===== config.mk =====
export PLATFORM = sky130hd
export DESIGN_NAME = counter_updown_mod_flat
export DESIGN_NICKNAME = d
export VERILOG_FILES = /design/src/rtl/counter_pkg.sv /design/src/rtl/counter_updown_mod_if.sv /design/src/rtl/counter_prescaler.sv /design/src/rtl/counter_updown_mod.sv /design/src/flat_wrapper.sv
export SDC_FILE = /design/constraint.sdc
export NUM_CORES = 1
export LEC_CHECK = 0
export ABC_CLOCK_PERIOD_IN_PS = 5600
export BUFFER_PORTS_ARGS = -buffer_cell sky130_fd_sc_hd__buf_2
export CORE_MARGIN = 1
export CORE_UTILIZATION = 30
export DETAILED_ROUTE_END_ITERATION = 16
export PLACE_DENSITY = 0.46
export SLEW_MARGIN = 0
export SYNTH_ARGS = -nofsm -noshare
export SYNTH_HDL_FRONTEND = slang
export SYNTH_SLANG_ARGS = --single-unit

===== constraint.sdc =====
create_clock -name clk -period 5.6 [get_ports clk]
set_clock_uncertainty 0.2 [all_clocks]
set_input_delay 1.68 -clock clk [delete_from_list [all_inputs] [get_ports clk]]
set_output_delay 1.68 -clock clk [all_outputs]
set_load 0.01 [all_outputs]

===== src/rtl/counter_pkg.sv =====
// Shared definitions for the up/down counter: boundary-mode encodings.
// Optional prescaler build is selected with COUNTER_PRESCALE_EN.
package counter_pkg;

    localparam int MODE_W = 2;

    typedef logic [MODE_W-1:0] mode_t;

    localparam mode_t MODE_WRAP    = 2'd0;
    localparam mode_t MODE_SAT     = 2'd1;
    localparam mode_t MODE_ONESHOT = 2'd2;
    // 2'd3 is reserved and decodes as wrap

endpackage


===== src/rtl/counter_updown_mod_if.sv =====
// Control/status bundle for counter_updown_mod.
// presc_div only exists when COUNTER_PRESCALE_EN is defined.
interface counter_updown_mod_if
    import counter_pkg::*;
#(
    parameter int WIDTH   = 8,
    parameter int PRESC_W = 4
);

    logic             en;
    logic             load;
    logic [WIDTH-1:0] data_load;
    logic             up;
    mode_t            mode;
    logic [WIDTH-1:0] limit;
`ifdef COUNTER_PRESCALE_EN
    logic [PRESC_W-1:0] presc_div;
`else
    // keep the parameter referenced so both builds share one interface signature
    if (PRESC_W < 1) begin : g_presc_w_unused
    end
`endif
    logic             at_bound;
    logic [WIDTH-1:0] cnt;
    logic             tc;
    logic             done;

`ifdef COUNTER_PRESCALE_EN
    modport master (
        output en, load, data_load, up, mode, limit, presc_div,
        input  cnt, tc, done, at_bound
    );
    modport slave (
        input  en, load, data_load, up, mode, limit, presc_div,
        output cnt, tc, done, at_bound
    );
`else
    modport master (
        output en, load, data_load, up, mode, limit,
        input  cnt, tc, done, at_bound
    );
    modport slave (
        input  en, load, data_load, up, mode, limit,
        output cnt, tc, done, at_bound
    );
`endif

endinterface


===== src/rtl/counter_prescaler.sv =====
// Divides qualified advance cycles: tick on every (div+1)-th adv cycle.
// Used by counter_updown_mod only when COUNTER_PRESCALE_EN is defined.
module counter_prescaler #(
    parameter int PRESC_W = 4
) (
    input  logic               clk,
    input  logic               rst,
    input  logic               clr,
    input  logic               adv,
    input  logic [PRESC_W-1:0] div,
    output logic               tick
);

    logic [PRESC_W-1:0] pcnt;

    // >= rather than == so a div lowered below the running count rolls over at once
    assign tick = adv && (pcnt >= div);

    always_ff @(posedge clk or negedge rst) begin
        if (!rst) begin
            pcnt <= '0;
        end else if (clr) begin
            pcnt <= '0;
        end else if (adv) begin
            pcnt <= tick ? '0 : pcnt + 1'b1;
        end
    end

endmodule


===== src/rtl/counter_updown_mod.sv =====
// Up/down counter over 0..limit with load, wrap/sat/one-shot boundary modes,
// registered tc pulse and sticky done. COUNTER_PRESCALE_EN adds a step prescaler.
module counter_updown_mod
    import counter_pkg::*;
#(
    parameter int WIDTH   = 8,
    parameter int PRESC_W = 4
) (
    input  logic                  clk,
    input  logic                  rst,
    counter_updown_mod_if.slave   bus
);

    logic [WIDTH-1:0] cnt_q, cnt_nxt;
    logic             tc_q, tc_nxt;
    logic             done_q, done_nxt;
    logic             at_bound;
    logic             tick;
    logic             step;

    function automatic logic [WIDTH-1:0] clamp(input logic [WIDTH-1:0] val,
                                               input logic [WIDTH-1:0] lim);
        return (val > lim) ? lim : val;
    endfunction

    // cnt above a freshly lowered limit counts as the upper bound
    assign at_bound = (bus.up && (cnt_q >= bus.limit)) || (!bus.up && (cnt_q == '0));

`ifdef COUNTER_PRESCALE_EN
    counter_prescaler #(
        .PRESC_W (PRESC_W)
    ) u_presc (
        .clk  (clk),
        .rst  (rst),
        .clr  (bus.load),
        .adv  (bus.en && !done_q && !bus.load),
        .div  (bus.presc_div),
        .tick (tick)
    );
`else
    assign tick = 1'b1;
    if (PRESC_W < 1) begin : g_presc_w_unused
    end
`endif

    assign step = bus.en && !bus.load && !done_q && tick;

    always_comb begin
        cnt_nxt  = cnt_q;
        tc_nxt   = 1'b0;
        done_nxt = done_q;
        if (bus.load) begin
            cnt_nxt  = clamp(bus.data_load, bus.limit);
            done_nxt = 1'b0;
        end else if (step) begin
            tc_nxt = at_bound;
            if (!at_bound) begin
                cnt_nxt = bus.up ? cnt_q + 1'b1 : cnt_q - 1'b1;
            end else begin
                case (bus.mode)
                    MODE_SAT:     cnt_nxt = cnt_q;
                    MODE_ONESHOT: done_nxt = 1'b1;
                    default:      cnt_nxt = bus.up ? '0 : bus.limit;
                endcase
            end
        end
    end

    always_ff @(posedge clk or negedge rst) begin
        if (!rst) begin
            cnt_q  <= '0;
            tc_q   <= 1'b0;
            done_q <= 1'b0;
        end else begin
            cnt_q  <= cnt_nxt;
            tc_q   <= tc_nxt;
            done_q <= done_nxt;
        end
    end

    assign bus.cnt      = cnt_q;
    assign bus.tc       = tc_q;
    assign bus.done     = done_q;
    assign bus.at_bound = at_bound;

endmodule


===== src/flat_wrapper.sv =====
// flat-port wrapper written by rule: the top's interface ports become plain ports
module counter_updown_mod_flat import counter_pkg::*;
#(
    parameter int WIDTH   = 8,
    parameter int PRESC_W = 4
)
  (clk, rst, bus_en, bus_load, bus_data_load, bus_up, bus_mode, bus_limit, bus_cnt, bus_tc, bus_done, bus_at_bound);
  counter_updown_mod_if #(.WIDTH(WIDTH), .PRESC_W(PRESC_W)) bus_i ();
  input  logic clk;
  input  logic rst;
  input wire logic [$bits(bus_i.en)-1:0] bus_en;
  input wire logic [$bits(bus_i.load)-1:0] bus_load;
  input wire logic [$bits(bus_i.data_load)-1:0] bus_data_load;
  input wire logic [$bits(bus_i.up)-1:0] bus_up;
  input wire logic [$bits(bus_i.mode)-1:0] bus_mode;
  input wire logic [$bits(bus_i.limit)-1:0] bus_limit;
  output wire logic [$bits(bus_i.cnt)-1:0] bus_cnt;
  output wire logic [$bits(bus_i.tc)-1:0] bus_tc;
  output wire logic [$bits(bus_i.done)-1:0] bus_done;
  output wire logic [$bits(bus_i.at_bound)-1:0] bus_at_bound;
  assign bus_i.en = bus_en;
  assign bus_i.load = bus_load;
  assign bus_i.data_load = bus_data_load;
  assign bus_i.up = bus_up;
  assign bus_i.mode = bus_mode;
  assign bus_i.limit = bus_limit;
  assign bus_cnt = bus_i.cnt;
  assign bus_tc = bus_i.tc;
  assign bus_done = bus_i.done;
  assign bus_at_bound = bus_i.at_bound;
  counter_updown_mod #(.WIDTH(WIDTH), .PRESC_W(PRESC_W)) u_core (.clk(clk), .rst(rst), .bus(bus_i));
endmodule

After elaboration in Yosys (flattened, before gate mapping) --
Cells that the tools add are included.
Cells by class: add/sub/neg operators 2, multiply operators 0, divide/modulo/power cells 0, magnitude comparators 2, eq/ne operators 3, shifts and indexed selects 0, multiplexer cells 13, bitwise gates (word level) 0, reduce and logical (&&, ||, !) cells 15
Operators by type and width (count):
- $mux W8 | 7
- $add A8 B1 Y8 const B | 1
- $ge A8 B8 Y1 | 1
- $gt A8 B8 Y1 | 1
- $logic_not A8 Y1 | 1
- $sub A8 B1 Y8 const B | 1
- $mux W1 | 6
- $reduce_bool A2 Y1 | 3
- $logic_and A1 B1 Y1 | 4
- $logic_not A1 Y1 | 3
- $ne A3 B3 Y1 const B | 1
- $reduce_and A3 Y1 | 1
- $eq A2 B1 Y1 const B | 1
- $eq A2 B2 Y1 const B | 1
- $reduce_and A2 Y1 | 1
- $reduce_or A2 Y1 | 1
- $logic_or A1 B1 Y1 | 1
Word-level totals: register bits after elaboration 10, bits in latches 0, RAM bits 0, bits in read-only memories 0, bits of input ports 23, output and inout port bits 11, word-level logic and storage cells 38, memories 0

Longest topological paths before layout --
Gate-level depths: netlist of run 1.
depth after elaboration 6, gate-level depth with buffers 10, gate-level depth less buffers 9

Worst setup path after synthesis of run 1 --
OpenSTA, ideal clock, no wires.
path kind input port to output port, from in bus_limit[6], to out bus_at_bound, arrival time 2.944 ns, required time 3.720 ns, path slack 0.776 ns, cell stages on the path 7, path buffers 1, cell sequence inv_1 ha_1 a21oi_1 o21ai_0 o211ai_4 inv_1 buf_4
On the way: cells in the longest elaborated chain, start to end 3
Ends and longest elaborated chain:
- from (decl) | RTL line flat_wrapper.sv:16 | input wire logic [$bits(bus_i.limit)-1:0] bus_limit;
- $ge A8 B8 Y1 | RTL line counter_updown_mod.sv:27 | assign at_bound = (bus.up && (cnt_q >= bus.limit)) || (!bus.up && (cnt_q == '0));
- $logic_and A1 B1 Y1 | RTL line counter_updown_mod.sv:27
- $logic_or A1 B1 Y1 | RTL line counter_updown_mod.sv:27
- to (decl) | RTL line flat_wrapper.sv:20 | output wire logic [$bits(bus_i.at_bound)-1:0] bus_at_bound;
Every way passes these cells.

Worst setup path after layout of run 1 --
Same ends and word-level chain as after synthesis.

==> results.md, run 1 <==
- The top-level port count is 34.
- Counting cells, the worst reg-to-reg path comes to 10.
- After synthesis the netlist holds a flip-flop and latch count of 10.
- Row generation in the floorplan step produced 24 rows.
- The max-slew violation count came to 0.
- The largest net degree at the start of global routing is 18.
- The hold violation count in the final report is 0.
- The highest clock rate is 196.5 MHz.
- The wire-length estimate of the detail-placed layout is 3255 um.
- The tool flagged a number of max-cap violations equal to 0.
- Buffers placed on the I/O ports in this run total 33.
- Buffers added to address setup during post-CTS repair amount to 0.
- The worst setup slack after layout is 0.5101 ns.
- The post-synth net total is 211.
- The count of cells resized by post-cts repair is 0.
- The fill cell total of the finished layout is 459.
- The count of TritonRoute iterations in the first routing pass is 4.
- The global routing stage identified its most utilized layer as met2.
- STA puts the critical path data required time at roughly 3.7 ns.
- In the layout the commonest cells are sky130_fd_sc_hd__buf_2, sky130_fd_sc_hd__ha_1, sky130_fd_sc_hd__inv_1.
- The total via count after detailed routing is around 1400.
- The remaining number of nets flagged by the antenna check after routing is 0.
- The die extent in x is 70.59 um.
- The source-to-sink clock delay at the later pin of the worst-skew pair is between 0.2 and 0.3 ns.
- Buffers inserted during clock tree synthesis total 3.
- The cell count after synthesis is 164.
- The type of the tightest min-delay check is reg -> reg.
- The routability-driven placement congestion ratio is ~0.84.
- The via count of the first global-routing pass is between 1000 and 1500.
- The routing usage on met2 is 0.2697.
- The number of flops mapped to enable cells by yosys is 0.
- Setup violations remaining at the end of the flow were counted as 0.
- The worst voltage drop across the vdd grid is between 0.06 and 0.07 mV.
- After clock tree synthesis, the clock-pin slew on the worst setup and hold paths is 0.06 ns.
- After floorplanning, the core was sized to cover ~4400 um2.
- The average footprint of a synthesized cell is about 8.6 um2.
- The fraction of layout cells with a size suffix above 1 is 0.2513.
- The tree is rooted in a sky130_fd_sc_hd__clkbuf_8.
- After detailed routing, the average wire length per cell comes to around 16 um.
- The net count reported at finish is ~250.
- For the worst setup path, the data arrival time is roughly 3.2 ns.
- The clock tree from TritonCTS is yes.
- The library cell used most frequently in the layout, excluding fill and tap cells, is sky130_fd_sc_hd__buf_2.
- The number of different library cells used by synthesis comes to 45.
- The post-route DRC violation count is 0.
- The maximum buffer depth of the clock tree is 2.
- The standby leakage power is 0.8087 nW.
- The met1 layer usage reported by global route is 0.2454.
- The die height is between 70 and 80 um.
- At the end of the flow the core is filled with cells to 0.3773.
- The clock net in this run drives a total of 10 sinks.
- The setup total negative slack is 0 ns.
- The worst setup path category is in -> out.
- Counting flops with an async set or reset pin after synthesis yields a share of 1.000.
- Setup repair after global routing left no endpoint under its margin.
- Measured against its own limit, the worst slew margin works out to 0.6589.
- At the pin with the least slew margin, the transition time is between 0.5 and 0.6 ns.
- The total wirelength of the detailed-routed design is between 3000 and 4000 um.
- The final worst-path cycle share is 0.9089.
- For this design, the CTS-stage hold fixing added 0 buffers.
- The number of antenna violations at the first check in global routing is 0.
- The per-cell via count in the routed design is around 5.6.
- The post-synthesis to final-layout area growth is 18.79%.
- The combined area of all synthesized cells is ~1400 um2.
- The total global-route track usage is 0.1703.
- The count of antenna diodes in the layout is 0.
- The type of origin of the critical path is an input pin.
- In the synthesized netlist the dominant register cell turns out to be sky130_fd_sc_hd__dfrtp_1.
- For this run, the register share of the synthesized area comes to 0.1773.
- The number of warnings printed during yosys synthesis is 0.
- For this configuration, the core starts out at a cell density of 0.3176.
- STA classifies the critical path endpoint as an output port.
- In this run the number of H-tree levels came out at 1.
- The total chip power is between 400 and 500 uW.
- The run finished with clean final reports.
- The wire length of the first global-routing pass is about 6700 um.
- Of all nets on the critical path, the largest fanout is 10.
- Global routing finished with a remaining overflow of 0.
- At the placement stage, the worst setup path has a slack of 0.5249 ns.
- The detailed router finished its first iteration with 68 violations.
- The area enclosed by the die boundary is roughly 5000 um2.
- For this run, global-route usage on met3 was measured as 0.01282.
- Dividing total power by cell area gives a power density of 285.7 nW/um2.
- The smallest clock period supported by the final layout is computed as ~5.1 ns.
- The cell depth of the worst min-delay path is 2.
-- path summary, 6_finish.rpt --
kind                                   start                end  slack [ns]
hold / removal               u_core.bus.done    u_core.bus.done        0.34
max in group asynchronous                rst  u_core.bus.cnt[5]        3.90
hold reg to reg              u_core.bus.done    u_core.bus.done        0.34
setup / recovery                bus_limit[6]       bus_at_bound        0.51
min in group asynchronous                rst  u_core.bus.cnt[0]        1.09
setup reg to reg           u_core.bus.cnt[0]  u_core.bus.cnt[4]        2.83
-- critical path, stage by stage --
cell	delay, ns
sky130_fd_sc_hd__buf_2	0.11
sky130_fd_sc_hd__inv_1	0.11
sky130_fd_sc_hd__ha_1	0.26
sky130_fd_sc_hd__a21oi_1	0.23
sky130_fd_sc_hd__o21ai_0	0.19
sky130_fd_sc_hd__o211ai_4	0.38
sky130_fd_sc_hd__inv_1	0.09
sky130_fd_sc_hd__buf_2	0.15
-- cell families (layout without fill, tap and decap cells) --
group | count (synthesis) | after routing | synth area share
AOI/OAI and AO/OA | 54 | 54 | 0.2926
xor gates and xnor gates | 5 | 5 | 0.03103
adders and majority gates | 24 | 24 | 0.2181
buffers and inverters | 25 | 60 | 0.07802
DFF | 10 | 10 | 0.1773
muxes | 8 | 8 | 0.05674
and+or+nand+nor | 38 | 38 | 0.1463
-- state kept, by name, summed over array words and instances (netlist names) --
name             flops
u_core.bus.cnt       8
u_core.bus.done      1
u_core.bus.tc        1
-- metrics by stage --
| stage | cell area (um2) | cells | hold slack [ns] |
|---|---|---|---|
| CTS | 1677 | 251 | 0.3363 |
| finish | 1677 | 251 | 0.3369 |
| global placement | 1622 | 247 | 0.2928 |
| global route | 1677 | 251 | 0.3617 |
| floorplan | 1411 | 164 | 0.3418 |
| detailed placement | 1622 | 247 | 0.3226 |
-- metal layers --
layer | up-vias | wire length [um]
met3 | 5 | 99
met1 | 672 | 2048
li1 | 690 | -
met5 | - | 0
met4 | 0 | 64
met2 | 30 | 1737
-- cell usage after synthesis, types with 3 or more instances --
| cell type | count | area [um2] |
|---|---|---|
| sky130_fd_sc_hd__o211ai_1 | 7 | 52.55 |
| sky130_fd_sc_hd__a211oi_1 | 7 | 52.55 |
| sky130_fd_sc_hd__nand2_1 | 4 | 15.01 |
| sky130_fd_sc_hd__nand3_1 | 3 | 15.01 |
| sky130_fd_sc_hd__o21ai_0 | 8 | 40.04 |
| sky130_fd_sc_hd__xnor2_1 | 3 | 26.28 |
| sky130_fd_sc_hd__ha_1 | 23 | 287.8 |
| sky130_fd_sc_hd__inv_1 | 22 | 82.58 |
| sky130_fd_sc_hd__nor2_1 | 14 | 52.55 |
| sky130_fd_sc_hd__dfrtp_1 | 10 | 250.2 |
| sky130_fd_sc_hd__mux2i_1 | 8 | 80.08 |
| sky130_fd_sc_hd__a221oi_1 | 4 | 35.03 |
| sky130_fd_sc_hd__nand4_1 | 3 | 18.77 |
| sky130_fd_sc_hd__a21oi_1 | 10 | 50.05 |
-- power breakdown --
group | switching, mW | internal [mW] | total (mW)
registers | 0.0294 | 0.0876 | 0.117
clock network | 0.0325 | 0.0621 | 0.0946
logic | 0.150 | 0.117 | 0.267
-- area by class of cell --
cell class | instances | area (um2) | share of cell area
Tap cell | 52 | 65.06 | 0.03881
Multi-Input combinational cell | 129 | 1051 | 0.6269
Inverter | 22 | 82.58 | 0.04925
Clock buffer | 4 | 55.05 | 0.03284
Sequential cell | 10 | 250.2 | 0.1493
Timing Repair Buffer | 34 | 172.7 | 0.1030
(Power assumes the default switching activity.)
==> run 2, diff against run 1 <==
- SYNTH_HIERARCHICAL: unset -> 1
==> results.md, run 2 <==
- The flow ran to the end, and the final reports show no timing, DRC or antenna violations.
- The cell type group with the largest total delay on the critical path is compound AO/OA/AOI/OAI gates.
- The standard-cell row count is 24.
- The most common library cell in the layout ignoring fill and taps is sky130_fd_sc_hd__buf_2.
- For this block, the via count after detailed routing is between 1000 and 1500.
- The count of TritonRoute iterations in the first routing pass is 4.
- Detailed placement ended at an HPWL of about 3300 um.
- Data arrives at the worst endpoint at 3.34 ns.
- In the global route stage, met2 resource usage came out at 0.2783.
- After clock tree synthesis, the repair step resized 0 gates.
- The wire length per cell is 16.42 um.
- The number of design-rule violations left by the first detailed-router iteration is 37.
- Of the total power, registers draw 0.257.
- The post-CTS setup buffer count is 0.
- For met1 alone, demand over resource in global routing was 0.2264.
- The number of failing setup endpoints in the final timing report is 0.
- Synthesis produced a netlist with a net count of just over 200.
- Input and output buffers added on the ports amount to 33.
- Dividing the synthesized area by the synthesized cell count gives slightly below 9 um2.
- The setup total negative slack is 0 ns.
- The endpoint type of the worst setup path is an output port.
- The post-synthesis to final-layout area growth is 17.59%.
- The core box area is approximately 4400 um2.
- The number of flip-flops in the largest register is 8.
- The net count of the finished layout is 240.
- Setup repair after global routing left no endpoint under its margin.
- The sequential share of the synthesized area is 0.1786.
- In the finished design, the share of the clock period the worst path needs comes to 0.9317.
- Counting instances in the post-synthesis netlist gives the leading cell types as sky130_fd_sc_hd__ha_1, sky130_fd_sc_hd__inv_1, sky130_fd_sc_hd__a21oi_1, sky130_fd_sc_hd__dfrtp_1, sky130_fd_sc_hd__nor2_1.
- Along the worst path, the maximum fanout reaches 9.
- For this design, the slowest cell found on the critical path is sky130_fd_sc_hd__a221o_1.
- The number of cells in the finished layout apart from fillers is approximately 240.
- For this design the top-level I/O count stands at 34.
- The cell area that synthesis handed to floorplanning was between 1000 and 1500 um2.
- The shortest period the worst path allows is 5.218 ns.
- In this run the vertical extent of the chip is 70.35 um.
- For the pin with the worst max-slew slack, the measured transition is around 0.5 ns.
- The total global-route track usage is 0.1696.
- For met3 alone, demand over resource in global routing was 0.03463.
- The synthesized netlist contains 48 unique library cells.
- The most used standard cell by instance count after synthesis is sky130_fd_sc_hd__ha_1.
- The wire length of the first global-routing pass is approximately 6700 um.
- Of the total power, the clock network draws 0.164.
- The max-slew violation count is 0.
- The post-detailed-placement cell area is roughly 1600 um2.
- The residual overflow from global routing is 0.
- The via count of the first global-routing pass is around 1400.
- For this run, the share of the core covered by cells in the final layout is 0.3733.
- The post-route DRC violation count is 0.
- The switching fraction of total power is 0.4437.
- The top cell type's share of synthesized area is 0.2054.
- The total placed cells including tap cells is 240.
- Of the total power, combinational logic draws 0.579.
- The number of flops mapped to enable cells by yosys is 0.
- Once detail routing completed, the nets flagged for antenna violations numbered 0.
- The reported net switching power is roughly 200 uW.
- The data required time of the critical path is approximately 3.7 ns.
- The worst voltage drop across the vdd grid is around 0.11 mV.
- Wires add up to about 4000 um.
- The die extent in x is between 70 and 80 um.
- The hold violation count in the final report came to 0.
- TritonCTS built the clock tree.
- The most common flop cell mapped by yosys is sky130_fd_sc_hd__dfrtp_1.
- Walking the worst path, the cells encountered are buf_2 > inv_1 > ha_1 > a21o_1 > a211oi_1 > a221o_1 > inv_4 > buf_2.
- The Yosys step of the flow raised 6 warnings.
- The most utilized layer in the global route result is met2.
- The fraction of layout cells with a size suffix above 1 is 0.2461.
- Across the run, the number of max-cap violations was 0.
- The worst setup path category is in -> out.
- The number of H-tree levels is 1.
- The type of origin of the critical path is an input pin.
- The routability-driven placement congestion ratio is roughly 0.86.
- The number of antenna violations at the first check in global routing is 0.
- The type of the tightest min-delay check is reg -> reg.
- The starting density of the core is 0.3175.
- By instance count, the cell type seen most on the critical path is sky130_fd_sc_hd__buf_2.
- The count of antenna diodes in the layout is 0.
- The die covers around 5000 um2.
- Clock tree synthesis selected as its root buffer the cell sky130_fd_sc_hd__clkbuf_8.
- Synthesis inferred 10 register bits.
- The clock slew seen by the registers of the worst setup and hold paths is 0.05 ns.
- Together, buffers and inverters on the worst path number 4.
- The largest stage delay on the critical path is 0.44 ns.
- Leaving out fill and tap cells, the most frequent cells in the layout are sky130_fd_sc_hd__buf_2, sky130_fd_sc_hd__ha_1, sky130_fd_sc_hd__inv_1.
- For this design, the sink count on the clock tree is 10.
- Summed over all cells, the static leakage comes to around 0.82 nW.
- The per-cell via count in the routed design is 5.683.
- The cell type with the highest aggregate area in the netlist is sky130_fd_sc_hd__ha_1.
- Once layout is done, the placed cells without fillers occupy approximately 1600 um2.
- The total chip power is around 450 uW.
- The source-to-sink clock delay at the later pin of the worst-skew pair is 0.23 ns.
- The highest clock rate is between 150 and 200 MHz.
- Yosys attributes the largest share of cell area to sky130_fd_sc_hd__ha_1, sky130_fd_sc_hd__dfrtp_1, sky130_fd_sc_hd__mux2i_1.
- The worst pin sits at a relative slew slack of 0.6668.
- For this design, the CTS-stage hold fixing added 0 buffers.
- The share of synthesized registers carrying an async set or reset is 1.000.
- The largest net degree at the start of global routing is 20.
- The internal power component is around 250 uW.
- The power per unit of standard cell area is between 200 and 300 nW/um2.
- Clock tree synthesis inserted a total of 3 buffers.
- The cell count after synthesis is about 160.
- The longest clock path from root to sink contains 2 buffers.
[run 2: cell count changes after synthesis, moves of 3 or more]
cell	change
sky130_fd_sc_hd__nand3_1	+3
sky130_fd_sc_hd__o211ai_1	-4
sky130_fd_sc_hd__nor2_1	-4
sky130_fd_sc_hd__nand2_1	+4
sky130_fd_sc_hd__inv_1	-7
sky130_fd_sc_hd__a21o_1	+6
sky130_fd_sc_hd__a221oi_2	+3
sky130_fd_sc_hd__a21oi_1	+3
sky130_fd_sc_hd__a211oi_1	-4
sky130_fd_sc_hd__o21ai_0	-6
[run 2: final timing paths]
check | depth (start not counted) | slack (ns) | startpoint | endpoint
setup / recovery | 8 | 0.38 | bus_limit[6] | bus_at_bound
setup reg to reg | 8 | 2.79 | u_core/bus.cnt[0] | u_core/bus.cnt[1]
hold reg to reg | 2 | 0.34 | u_core/bus.done | u_core/bus.done
min in group asynchronous | 1 | 1.10 | rst | u_core/bus.cnt[7]
hold / removal | 2 | 0.34 | u_core/bus.done | u_core/bus.done
max in group asynchronous | 1 | 3.90 | rst | u_core/bus.cnt[4]
[run 2: kinds of logic (layout without fill, tap and decap cells)]
group | count (synthesis) | count (layout) | share of synthesized area
adder cells (fa/ha/maj) | 24 | 24 | 0.2196
multiplexers | 9 | 9 | 0.06607
buffers and inverters | 20 | 52 | 0.06250
AO/OA/AOI/OAI | 50 | 50 | 0.2848
flip-flops | 10 | 10 | 0.1786
XOR/XNOR | 5 | 5 | 0.03125
AND/OR/NAND/NOR | 41 | 41 | 0.1572
[run 2: worst reg2reg max path: cells and delay by family, from the launching register on]
| kind | cells | cell delay [ns] |
|---|---|---|
| compound gates | 5 | 1.37 |
| fa+ha+maj | 1 | 0.29 |
| buf+inv | 1 | 0.10 |
| flops | 1 | 0.49 |
| simple gates | 1 | 0.22 |
[run 2: power by group through the flow]
| stage | combinational (mW) | sequential (mW) | clock (mW) |
|---|---|---|---|
| finish | 0.261 | 0.116 | 0.0742 |
| global route | 0.291 | 0.118 | 0.0792 |
| CTS | 0.261 | 0.117 | 0.0773 |
| detailed placement | 0.259 | 0.118 | 0 |
| global placement | 0.253 | 0.118 | 0 |
| floorplan | 0.183 | 0.115 | 0 |
[run 2: stage by stage]
step | setup slack (ns) | hold WS, ns
after floorplan | 0.9084 | 0.3512
after global placement | 0.4254 | 0.3121
after detailed placement | 0.3654 | 0.3270
after CTS | 0.3610 | 0.3418
after global routing | 0.2687 | 0.3701
final | 0.3822 | 0.3364
[run 2: cell type report]
cell class / count / area (um2)
fillers: 450 / 2766
well taps: 52 / 65.06
flip-flops and latches: 10 / 250.2
inverters: 16 / 62.56
multi-input cells: 129 / 1064
clock buffers: 3 / 41.29
repair buffers: 33 / 165.2
[run 2: metal layers]
metal / vias to the layer above / routed length (um)
met5: - / 0
met4: 0 / 58
met3: 6 / 224
met2: 56 / 1888
met1: 647 / 1819
li1: 672 / -
==> run 3, diff against run 2 <==
- ABC_AREA: unset -> 1
- PLACE_DENSITY: 0.46 -> 0.45
- REMOVE_ABC_BUFFERS: unset -> 1
==> results.md, run 3 <==
- Summed over all instances, the cell type with the most area after synthesis is sky130_fd_sc_hd__nand2_1.
- The worst register-to-register path begins at u_core/bus.cnt[0].
- The hold violation count in the final report is 0.
- STA puts the critical path data arrival time at a little over 3 ns.
- The total overflow left after global routing is 0.
- Yosys attributes the largest share of cell area to sky130_fd_sc_hd__nand2_1, sky130_fd_sc_hd__ha_1, sky130_fd_sc_hd__dfrtp_1.
- The cell count after synthesis is between 200 and 250.
- After synthesis, the share of flip-flops with an asynchronous set or reset is 1.000.
- Clock-pin slew was measured on the worst setup and hold paths at around 0.05 ns.
- The clock tree from TritonCTS is yes.
- In this run, the number of DRC markers left after iteration 0 of detailed routing was 53.
- The worst voltage drop across the vdd grid is 0.1344 mV.
- The routability-driven placement congestion ratio is between 0.7 and 0.8.
- The worst setup path is captured at an output port.
- For the pin with the worst max-slew slack, the measured transition is 0.4863 ns.
- Max-cap violations in this run came to 0.
- The portion of synthesized area spent on multiplexers is 0.
- The via count of the first global-routing pass is 1523.
- The shortest period the worst path allows is between 4 and 5 ns.
- The slowest stage cell on the critical path is sky130_fd_sc_hd__ha_1.
- In this run, placement finished with an instance count of 339.
- The number of gates resized after CTS was 0.
- The number of warnings printed during yosys synthesis is 6.
- In this run the worst setup path begins at bus_limit[7].
- In the final layout, the share of cells above drive strength 1 is 0.1667.
- Hold is met by 0.2916 ns.
- The setup total negative slack is 0 ns.
- For this run, the register share of the synthesized area comes to 0.1679.
- The number of antenna violations at the first check in global routing is 0.
- Total power for the finished layout comes to around 500 uW.
- The run finished with clean final reports.
- The minimum setup slack among reg-to-reg paths is about 3 ns.
- The largest family of logic cells by synthesized area is simple AND/OR/NAND/NOR gates.
- Counting cells, the worst reg-to-reg path comes to 15.
- The most common library cell in the layout ignoring fill and taps is sky130_fd_sc_hd__nand2_1.
- For this configuration, the core starts out at a cell density of 0.3134.
- The number of different library cells used by synthesis comes to 27.
- The total global-route track usage is 0.1743.
- The total of buffers placed on input and output ports is 33.
- The net count reported at finish is between 300 and 400.
- The count of antenna diodes in the layout is 0.
- In this run the clock root is driven by a sky130_fd_sc_hd__clkbuf_8.
- Setup repair after global routing left no endpoint under its margin.
- The most common cell in the synthesized netlist is sky130_fd_sc_hd__nand2_1.
- Data on the critical path is required at its endpoint by roughly 3.7 ns.
- The wire length per cell is 12.13 um.
- The core box area is around 4800 um2.
- The total wirelength of the detailed-routed design is between 4000 and 5000 um.
- Dividing total power by cell area gives a power density of 278.6 nW/um2.
- Summing every instance area after synthesis gives approximately 1500 um2.
- Of the total synthesized cell area, the portion taken by full adders, half adders and majority gates is 0.2065.
- Leaving out filler cells and counting taps, the final layout contains roughly 340.
- The number of H-tree levels is 1.
- The finished cells cover between 1500 and 2000 um2.
- The area growth from synthesis to layout is 19.23%.
- The total half-perimeter wirelength after legalization and detailed placement is around 3400 um.
- The floorplan has 25 rows.
- Counting flops with a built-in enable in the synthesized netlist gives 0.
- The placed instances occupy a cell area of 1722 um2.
- Once the clock tree was built, the setup fixing pass inserted 0 buffers.
- On the worst path, the slowest cell contributes a delay of about 0.33 ns.
- The top-level port count is 34.
- The max-slew violation count is 0.
- The total via count after detailed routing is about 1600.
- The number of flip-flops in the largest register is 8.
- The area share of and/or/nand/nor cells after synthesis is 0.4484.
- The per-cell via count in the routed design is approximately 4.6.
- The die extent in x is 72.48 um.
- The most common flop cell mapped by yosys is sky130_fd_sc_hd__dfrtp_1.
- The worst reg2reg path endpoint is u_core/bus.cnt[1].
- Along the worst hold path, the cell count comes to 1.
- The standby leakage power is between 1 and 1.5 nW.
- The first global-routing pass estimated about 7000 um of wire.
- Once detail routing completed, the nets flagged for antenna violations numbered 0.
- The area enclosed by the die boundary is approximately 5300 um2.
- The headroom to the max-slew limit is 0.6756.
- The compound-gate portion of the synthesized area was 0.05122.
- The source-to-sink clock delay at the later pin of the worst-skew pair is about 0.24 ns.
- Dividing the final minimum period by the clock period gives 0.8745.
- The worst setup path is launched from an input pin.
- The worst hold path belongs to the class reg -> reg.
- In the routed design, unresolved DRC markers number 0.
- The number of synthesized register bits is 10.
- Ranked by instance count, the synthesized netlist is headed by sky130_fd_sc_hd__nand2_1, sky130_fd_sc_hd__nand3_1, sky130_fd_sc_hd__inv_1, sky130_fd_sc_hd__ha_1, sky130_fd_sc_hd__nor2_1.
- The signal on the critical path passes through buf_2 > inv_1 > ha_1 > nand2_1 > nand2_1 > nor3b_2 > nand2_2 > nand2_4 > inv_1 > buf_2.
- The maximum fanout along the worst path is 11.
- The average footprint of a synthesized cell is 6.183 um2.
- The share of synthesized area in the top cell type comes to 0.2166.
- The xor/xnor cell area share of the yosys netlist is 0.02351.
- The die height is roughly 72 um.
- The number of failing setup endpoints in the final timing report is 0.
- The worst setup path endpoint is bus_at_bound.
- Before antenna repair, the detailed router went through 4 iterations.
- The maximum buffer depth of the clock tree is 2.
- The setup path with the least slack is of type in -> out.
- The highest clock rate is just over 200 MHz.
- Leaving out fill and tap cells, the most frequent cells in the layout are sky130_fd_sc_hd__nand2_1, sky130_fd_sc_hd__nand3_1, sky130_fd_sc_hd__inv_1.
- The largest net degree at the start of global routing is 17.
- The count of clock tree sinks is 10.
- The cts-stage hold buffer count is 0.
- Buffers inserted during clock tree synthesis total 3.
## run 3: metrics by stage
step,utilization,setup slack [ns]
final,0.3737,0.7026
after global routing,0.3737,0.5660
after CTS,0.3737,0.6962
after detailed placement,0.3621,0.7084
after global placement,0.3621,0.7385
after floorplan,-,1.041
## run 3: per-layer routing
layer | routed length, um | track usage | vias up
li1 | - | - | 851
met1 | 2172 | 0.2414 | 702
met2 | 1831 | 0.2897 | 32
met3 | 112 | 0.02639 | 6
met4 | 44 | 0.02832 | 0
met5 | 0 | 0 | -
## run 3: cell families after synthesis
logic type,count (synthesis)
buf+inv,38
fa+ha+maj,24
flops,10
xor+xnor,4
compound gates,13
simple gates,152
## run 3: worst max-delay path, delay by kind of cell
family	cells	cell delay, ns
buffers and inverters	4	0.37
adder cells (fa/ha/maj)	1	0.33
AND/OR/NAND/NOR	5	0.64
## run 3: how the worst min path moves through the flow
stage	startpoint	end
2_1_floorplan	u_core/bus.done	u_core/bus.tc
3_3_place_gp	u_core/bus.done	u_core/bus.tc
3_5_place_dp	u_core/bus.done	u_core/bus.tc
4_1_cts	u_core/bus.done	u_core/bus.tc
5_1_grt	u_core/bus.done	u_core/bus.tc
6_report	u_core/bus.done	u_core/bus.tc
## run 3: cell type report
cell class | instances | area, um2
tap | 67 | 83.83
clock buffer | 4 | 55.05
inverter | 36 | 135.1
fill | 560 | 2978
timing repair buffer | 33 | 165.2
sequential | 10 | 250.2
multi-input combinational | 193 | 1087
## run 3: power breakdown
part / internal [mW] / leakage, nW / switching [mW]
logic: 0.115 / 0.916 / 0.170
registers: 0.0885 / 0.125 / 0.0289
clock network: 0.0620 / 0.0288 / 0.0307
total: 0.265 / 1.07 / 0.230
